`src/rtl/coh_acc16.sv`:
```
// coh_acc16 - coherent complex accumulator feeding the 16-bit complex compressor.
//
// Sums acc_len signed complex samples (0 treated as 1). The sum is arithmetically
// right-shifted by shift (values above 4 are treated as 4) and saturated to 16-bit
// I/Q. One registered result is emitted per window, with a single-cycle out_valid.
//
// Optional feature macro: COH_ACC_ROUND_EN
//   defined   : add 2^(shift_r-1) before the shift (round half up)
//   undefined : plain arithmetic shift (floor), no rounding adder
//
// Handshake: in_valid is a one-sided strobe with no ready. Every in_valid cycle
// in ACC consumes one sample. out_valid is a one-cycle strobe with no backpressure.
//
// Ports:
//   clk, rst_b          clock (rising edge), asynchronous active-low reset
//   start               arms a new window (IDLE only); latches acc_len/shift
//   abort               synchronous cancel, back to IDLE with no output
//   cont                continuous mode, sampled on the last sample of a window
//   acc_len[6:0]        samples per window
//   shift[2:0]          right shift applied to the window sum
//   in_valid, in_i/q    sample strobe and signed IN_WIDTH samples
//   out_valid, out_i/q  result strobe and saturated 16-bit result (held)
//   busy                high while in ACC
//   sat_flag            sticky saturation indicator, cleared by start
//   fsm_state           debug view of the FSM state (0 = IDLE, 1 = ACC)
module coh_acc16 #(
  parameter int IN_WIDTH  = 12,
  parameter int ACC_WIDTH = 20
) (
  input  logic                       clk,
  input  logic                       rst_b,
  input  logic                       start,
  input  logic                       abort,
  input  logic                       cont,
  input  logic [6:0]                 acc_len,
  input  logic [2:0]                 shift,
  input  logic                       in_valid,
  input  logic signed [IN_WIDTH-1:0] in_i,
  input  logic signed [IN_WIDTH-1:0] in_q,
  output logic                       out_valid,
  output logic signed [15:0]         out_i,
  output logic signed [15:0]         out_q,
  output logic                       busy,
  output logic                       sat_flag,
  output logic [0:0]                 fsm_state
);

  localparam logic [0:0] S_IDLE = 1'b0;
  localparam logic [0:0] S_ACC  = 1'b1;

  // Comparison width: wide enough to hold both the shifted sum and the 16-bit limits.
  localparam int EW = (ACC_WIDTH > 17) ? ACC_WIDTH : 17;
  localparam logic signed [EW-1:0] MAX16 = EW'(32767);
  localparam logic signed [EW-1:0] MIN16 = EW'(-32768);

  logic [0:0]                  state;
  logic [6:0]                  cnt;
  logic [6:0]                  len_r;
  logic [2:0]                  shift_r;
  logic signed [ACC_WIDTH-1:0] acc_i;
  logic signed [ACC_WIDTH-1:0] acc_q;

  logic [6:0]                  len_eff;
  logic [2:0]                  shift_eff;
  logic                        is_last;
  logic signed [ACC_WIDTH-1:0] sum_i;
  logic signed [ACC_WIDTH-1:0] sum_q;
  logic signed [ACC_WIDTH-1:0] pre_i;
  logic signed [ACC_WIDTH-1:0] pre_q;
  logic signed [ACC_WIDTH-1:0] shf_i;
  logic signed [ACC_WIDTH-1:0] shf_q;
  logic signed [EW-1:0]        ext_i;
  logic signed [EW-1:0]        ext_q;
  logic                        sat_hi_i;
  logic                        sat_lo_i;
  logic                        sat_hi_q;
  logic                        sat_lo_q;
  logic signed [15:0]          res_i;
  logic signed [15:0]          res_q;

  assign len_eff   = (acc_len == 7'd0) ? 7'd1 : acc_len;
  assign shift_eff = (shift > 3'd4) ? 3'd4 : shift;
  assign is_last   = (cnt == (len_r - 7'd1));

  // Window sum including the current sample; used both to accumulate and to finalise.
  assign sum_i = acc_i + {{(ACC_WIDTH-IN_WIDTH){in_i[IN_WIDTH-1]}}, in_i};
  assign sum_q = acc_q + {{(ACC_WIDTH-IN_WIDTH){in_q[IN_WIDTH-1]}}, in_q};

`ifdef COH_ACC_ROUND_EN
  // Half an LSB of the shifted result; zero when no shift is applied.
  logic signed [ACC_WIDTH-1:0] rnd;
  assign rnd   = (shift_r == 3'd0) ? '0 : (ACC_WIDTH'(1) << (shift_r - 3'd1));
  assign pre_i = sum_i + rnd;
  assign pre_q = sum_q + rnd;
`else
  assign pre_i = sum_i;
  assign pre_q = sum_q;
`endif

  // Arithmetic shift: negative sums floor toward minus infinity.
  assign shf_i = pre_i >>> shift_r;
  assign shf_q = pre_q >>> shift_r;
  assign ext_i = EW'(shf_i);
  assign ext_q = EW'(shf_q);

  assign sat_hi_i = (ext_i > MAX16);
  assign sat_lo_i = (ext_i < MIN16);
  assign sat_hi_q = (ext_q > MAX16);
  assign sat_lo_q = (ext_q < MIN16);

  assign res_i = sat_hi_i ? 16'sh7fff : (sat_lo_i ? 16'sh8000 : ext_i[15:0]);
  assign res_q = sat_hi_q ? 16'sh7fff : (sat_lo_q ? 16'sh8000 : ext_q[15:0]);

  assign busy      = (state == S_ACC);
  assign fsm_state = state;

  always_ff @(posedge clk or negedge rst_b) begin
    if (!rst_b) begin
      state     <= S_IDLE;
      cnt       <= '0;
      len_r     <= '0;
      shift_r   <= '0;
      acc_i     <= '0;
      acc_q     <= '0;
      out_valid <= 1'b0;
      out_i     <= '0;
      out_q     <= '0;
      sat_flag  <= 1'b0;
    end else begin
      out_valid <= 1'b0;
      if (abort) begin
        // Abort beats a coincident last sample: no result, sat_flag untouched.
        state <= S_IDLE;
        acc_i <= '0;
        acc_q <= '0;
        cnt   <= '0;
      end else begin
        case (state)
          S_IDLE: begin
            if (start) begin
              len_r    <= len_eff;
              shift_r  <= shift_eff;
              acc_i    <= '0;
              acc_q    <= '0;
              cnt      <= '0;
              sat_flag <= 1'b0;
              state    <= S_ACC;
            end
          end
          S_ACC: begin
            if (in_valid) begin
              if (is_last) begin
                out_valid <= 1'b1;
                out_i     <= res_i;
                out_q     <= res_q;
                if (sat_hi_i || sat_lo_i || sat_hi_q || sat_lo_q) sat_flag <= 1'b1;
                acc_i <= '0;
                acc_q <= '0;
                cnt   <= '0;
                if (!cont) state <= S_IDLE;
              end else begin
                acc_i <= sum_i;
                acc_q <= sum_q;
                cnt   <= cnt + 7'd1;
              end
            end
          end
          default: state <= S_IDLE;
        endcase
      end
    end
  end

endmodule

```
`config.mk`:
```
export PLATFORM = sky130hd
export DESIGN_NAME = coh_acc16
export DESIGN_NICKNAME = d
export VERILOG_FILES = /design/src/rtl/coh_acc16.sv
export SDC_FILE = /design/constraint.sdc
export NUM_CORES = 1
export LEC_CHECK = 0
export CORE_UTILIZATION = 54
export CTS_BUF_LIST = sky130_fd_sc_hd__clkbuf_8
export CTS_CLUSTER_DIAMETER = 30
export DETAILED_ROUTE_END_ITERATION = 8
export PLACE_DENSITY = 0.84
export SLEW_MARGIN = 0
export SYNTH_ARGS = -nofsm -noshare
export SYNTH_HDL_FRONTEND = slang
export SYNTH_SLANG_ARGS = --single-unit
```
`constraint.sdc`:
```
create_clock -name clk -period 3.52 [get_ports clk]
set_clock_uncertainty 0.1 [all_clocks]
set_input_delay 0.528 -clock clk [delete_from_list [all_inputs] [get_ports clk]]
set_output_delay 0.528 -clock clk [all_outputs]
set_load 0.02 [all_outputs]
```
# After elaboration in Yosys (flattened, before gate mapping)
# Cells that the tools add are included.
# classes
addsub	4
order_cmp	5
n_eq_ne	7
shift	2
n_mux	35
n_bitwise	2
n_reduce_logical	8
# op_table
cell	n
$mux 20	7
$pmux 20 s2	2
$mux 16	4
$add 20x20->20	2
$gt 20x16->1 const B	2
$lt 20x16->1 const B	2
$sshr 20x3->20	2
$mux 7	5
$pmux 7 s2	1
$mux 1	13
$add 7x1->7 const B	1
$eq 7x7->1	1
$logic_not 7->1	1
$sub 7x1->7 const B	1
$ne 3x3->1 const B	2
$reduce_and 5->1	1
$ne 2x1->1 const B	2
$ne 2x2->1 const B	2
$pmux 1 s2	2
$reduce_and 4->1	1
$gt 3x3->1 const B	1
$logic_or 1x1->1	3
$mux 3	1
$reduce_and 3->1	1
2 further kinds	3
# word_totals
ff_bits	92
in_bits	40

# Longest topological paths before layout
# logic_depth
depth_word	10
ltp_mapped	14
ltp_nobuf	12

# Least setup slack after synthesis
# OpenSTA, ideal clock, no wires.
# synth_path
path_kind	input-to-reg
startpoint	input in_i[0]
endpoint	register out_i[1]
setup_time_ps	73
arrival_time_ps	3534
required_time_ps	3347
setup_slack_ps	-187
path_stages	13
n_path_buf	1
path_cell_list	ha_1 fa_1 a211oi_2 o21ai_2 o2111a_1 o21ai_2 o21ai_2 xnor2_1 mux4_2 o41ai_4 buf_6 o211ai_2 a21oi_2
# synth_between
elab_chain_len	5
elab_cells_between_ends	6
classes_between	1 x add/sub; 2 x order compare; 1 x shift; 2 x mux
# synth_lines
element	line_no	rtl
start: declaration	38	input logic signed [IN_WIDTH-1:0] in_i,
$add 20x20->20 *	86	assign sum_i = acc_i + {{(ACC_WIDTH-IN_WIDTH){in_i[IN_WIDTH-1]}}, in_i};
$sshr 20x3->20 *	101	assign shf_i = pre_i >>> shift_r;
$lt 20x16->1	107	assign sat_lo_i = (ext_i < MIN16);
$mux 16	111	assign res_i = sat_hi_i ? 16'sh7fff : (sat_lo_i ? 16'sh8000 : ext_i[15:0]);
$mux 16 *	111	
end signal: assignment	154	out_i <= res_i;
end: declaration	41	output logic signed [15:0] out_i,
# Every way passes the cells marked *; elsewhere a longest branch is shown, timed or not.
# A chain may end at the register's enable or synchronous reset.

# Final worst setup path
# layout_path
startpoint	register acc_i[1]
endpoint	register out_i[12]
# layout_between
elab_chain_len	5
elab_cells_between_ends	6
classes_between	1 x add/sub; 2 x order compare; 1 x shift; 2 x mux
# layout_lines
element	line_no	rtl
start: declaration	60	logic signed [ACC_WIDTH-1:0] acc_i;
start signal: assignment	162	acc_i <= sum_i;
$add 20x20->20 *	86	
$sshr 20x3->20 *	101	
$lt 20x16->1	107	
$mux 16	111	
$mux 16 *	111	
# Marks and branches as above.

==> impl_results.md <==
- Status: finished, violations left
- Failing checks: setup timing
- Final hold viol count: 0
- CTS H-Tree Depth: 3
- Die Ht: around 120 um
- Detail Route Antenna Nets: 0
- Total Routing Usage GR: between 30% and 40%
- Commonest non-fill, non-tap cell in the layout: buf_4
- Tightest Hold Check Type: input pin to async pin
- Starting Density: between 50 and 60%
- Final core occ: between 70 and 80%
- #FFs+latches synth: 92
- CP Launch Type: register
- Finish-stage setup viols: 30
- Vias in the first global route: roughly 7,400
- Arr. time, crit path: 3.99 ns
- Crit Path Category: register to register
- Average size of a mapped cell: 8.64 um^2
- Seq/Total Area, Yosys: a little under a third
- Pin count of the biggest net entering global routing: slightly below 50
- Period utilization: 107%
- Data required, critical path: 3.73 ns
- CTS Buffer Depth: 2
- Post-synth ARST share: 100%
- Reg-to-reg startpoint: acc_i[1]
- Placed Area: 9420 um^2
- Via count: 8,184
- Clock sink count: between 90 and 100
- Drt pass-1 iters: 6
- Placer congestion estimate: roughly 0.9
- Core area: roughly 13,000 um^2
- Clock root cell: clkbuf_8
- VDD IR max: 0.000198 V
- Via-to-Cell Ratio: between 6 and 7
- Number of flops mapped to enable cells by yosys: 0
- Worst Path Max Fanout: 11
- PortBufs: 75
- Die footprint: ~14,000 um^2
- Dpl ws: -0.761 ns
- Remaining global-route overflow: 0
- Clk_lat worst skew: roughly 0.39 ns
- R2r worst-path depth: 13
- Final WS setup: -0.255 ns
- Crit. Startpoint: acc_i[1]
- CTS clk-pin slew, worst paths: 0.09 ns
- Num rows: 42
- Post-DP HPWL: 15.2 mm
- Synthesis-to-finish area growth: 41.8%
- Post-Synthesis Cells: approximately 860
- Initial DRC count: 1,056
- Mean routed wirelength per cell: ~20 um
- Initial antenna violation count: 0
- Drt drc: 0
- Final WL: roughly 25 mm
- Min Hold Slack: around 0.027 ns
- Worst R2R Setup Slack: -0.26 ns
- Leak: 0.00476 uW
- First-pass GRT wire length: around 36 mm
- Share of cells above drive strength 1: 31.6%
- Max Freq: ~260 MHz
- Die width: 119 um
- Synth Warn #: 0
- CTS buffer count: 9
- IO Count: 76
- Max cap viols: 0
- Slew @ Worst Pin: 0.836 ns
- Period minus WS final: around 3.8 ns
- Post-Layout Inst Area: 10,500 um^2
- Critical R2R Capture: out_i[12]
- Max-slew violations: 0
- N_diodes: 0
- Yosys cell types: 75
- Power Density: 382 nW/um^2
- Syn Nets: around 940
- Nets: approximately 1,200
- Worst rel slew slack: 44.2%
- Most frequent cells in the layout: buf_4 (185), dfrtp_1 (92), nor2_1 (85)
- CTS tree: yes
- Critical Path Sink: out_i[12]
- RSZ-0062 raised after global routing: yes
- Synth Flop Type: dfrtp_1
- CP endpoint kind: register
- Mapped cell area: between 7000 and 8000 um^2
[how the worst min path moves through the flow]
stage,slack (ns),depth (start not counted),endpoint,from
2_1_floorplan,0.13,0,acc_i[0],rst_b
3_3_place_gp,0.37,2,acc_i[9],acc_i[9]
3_5_place_dp,0.38,1,out_q[6],out_q[6]
4_1_cts,0.04,1,acc_q[8],rst_b
5_1_grt,0.07,1,acc_q[8],rst_b
6_report,0.03,1,acc_q[8],rst_b
[repair_timing]
action                     in CTS  in global routing
pin swaps                      36                 45
setup buffers                  20                 20
setup endpoints to repair      31                 31
gates resized for setup        46                 85
hold buffers                    0                  0
gates cloned                    1                  0
[stage by stage]
stage	std cells	setup TNS (ns)	power [uW]
after floorplan	857	0	2330
after global placement	1219	-17.85	2960
after detailed placement	1219	-20.17	3010
after CTS	1254	-2.67	3770
after global routing	1268	-6.21	4200
final	1268	-4.35	4010
[per-layer routing]
layer	vias up	share of wire [%]	wire length (um)	global-route usage (%)
li1	3670	-	-	-
met1	3893	40	9960	42.1
met3	120	8.4	2070	5.32
met2	501	46	11500	49.0
met4	0	5.0	1240	13.8
met5	-	0	0	0
[synth_stat cells, types with 5 or more instances]
| library cell | count | share of area (%) |
|---|---|---|
| mux4_2 | 6 | 1.8 |
| and3_1 | 8 | 0.68 |
| nand3_1 | 12 | 0.81 |
| nor2_1 | 86 | 4.4 |
| or3_1 | 6 | 0.51 |
| inv_1 | 9 | 0.46 |
| a211o_1 | 5 | 0.59 |
| ha_1 | 40 | 6.8 |
| mux2_2 | 13 | 2.0 |
| a21oi_1 | 56 | 3.8 |
| mux2i_1 | 27 | 3.7 |
| nor2b_1 | 11 | 0.93 |
| nand4_1 | 5 | 0.42 |
| nand3b_1 | 5 | 0.51 |
| o21a_1 | 17 | 1.7 |
| nor3_1 | 28 | 1.9 |
| a21oi_2 | 8 | 0.95 |
| and2_1 | 9 | 0.76 |
| a21o_1 | 12 | 1.2 |
| o21ai_0 | 61 | 4.1 |
| buf_1 | 8 | 0.41 |
| dfrtp_1 | 92 | 31 |
| o211ai_1 | 22 | 2.2 |
| xnor2_1 | 20 | 2.4 |
| clkbuf_1 | 34 | 1.7 |
| a211oi_1 | 22 | 2.2 |
| o21ai_2 | 5 | 0.59 |
| buf_2 | 7 | 0.47 |
| a31oi_1 | 9 | 0.76 |
| nand2_1 | 82 | 4.2 |
| nor4_1 | 7 | 0.59 |
| xor2_1 | 15 | 1.8 |
| o21ai_1 | 7 | 0.47 |
| a22o_1 | 31 | 3.7 |
[area by class of cell]
cell class	instances	area (um^2)
clock buffer	11	151
inverter	12	45.0
timing repair buffer	272	2320
clock inverter	4	17.5
fill	756	2800
sequential	92	2300
multi-input combinational	701	5440
tap	176	220
[critical path: stages (launching register included)]
cell and delay (ns):
dfrtp_1 0.43, ha_1 0.34, a211oi_2 0.35, o21ai_1 0.16
a211oi_2 0.41, nor3_1 0.14, nor3_1 0.35, buf_4 0.20
nand2_1 0.07, o311a_1 0.21, o41ai_4 0.43, buf_6 0.20
o211ai_1 0.14, a21oi_2 0.17
[logic make-up (layout without fill, tap and decap cells)]
logic type               after synthesis  after routing  synth area share, %
AND/OR/NAND/NOR                      280            280                 17.9
AO/OA/AOI/OAI                        298            298                 28.5
multiplexers                          46             46                 7.46
buffers and inverters                 64            299                 3.62
XOR/XNOR                              35             35                 4.14
flip-flops                            92             92                 31.1
adder cells (fa/ha/maj)               42             42                 7.30
[state kept, by name, indices dropped and copies added (netlist names)]
signal and count:
acc_i 20, acc_q 20, out_i 16, out_q 16
cnt 7, len_r 7, shift_r 3, busy 1
out_valid 1, sat_flag 1
[report_power, final]
part	leakage, uW	switching (uW)	internal [uW]
combinational	0.00341	1130	973
clock	0.0000976	388	285
sequential	0.00125	74.1	1160
Power figures use the tool's default switching activity.
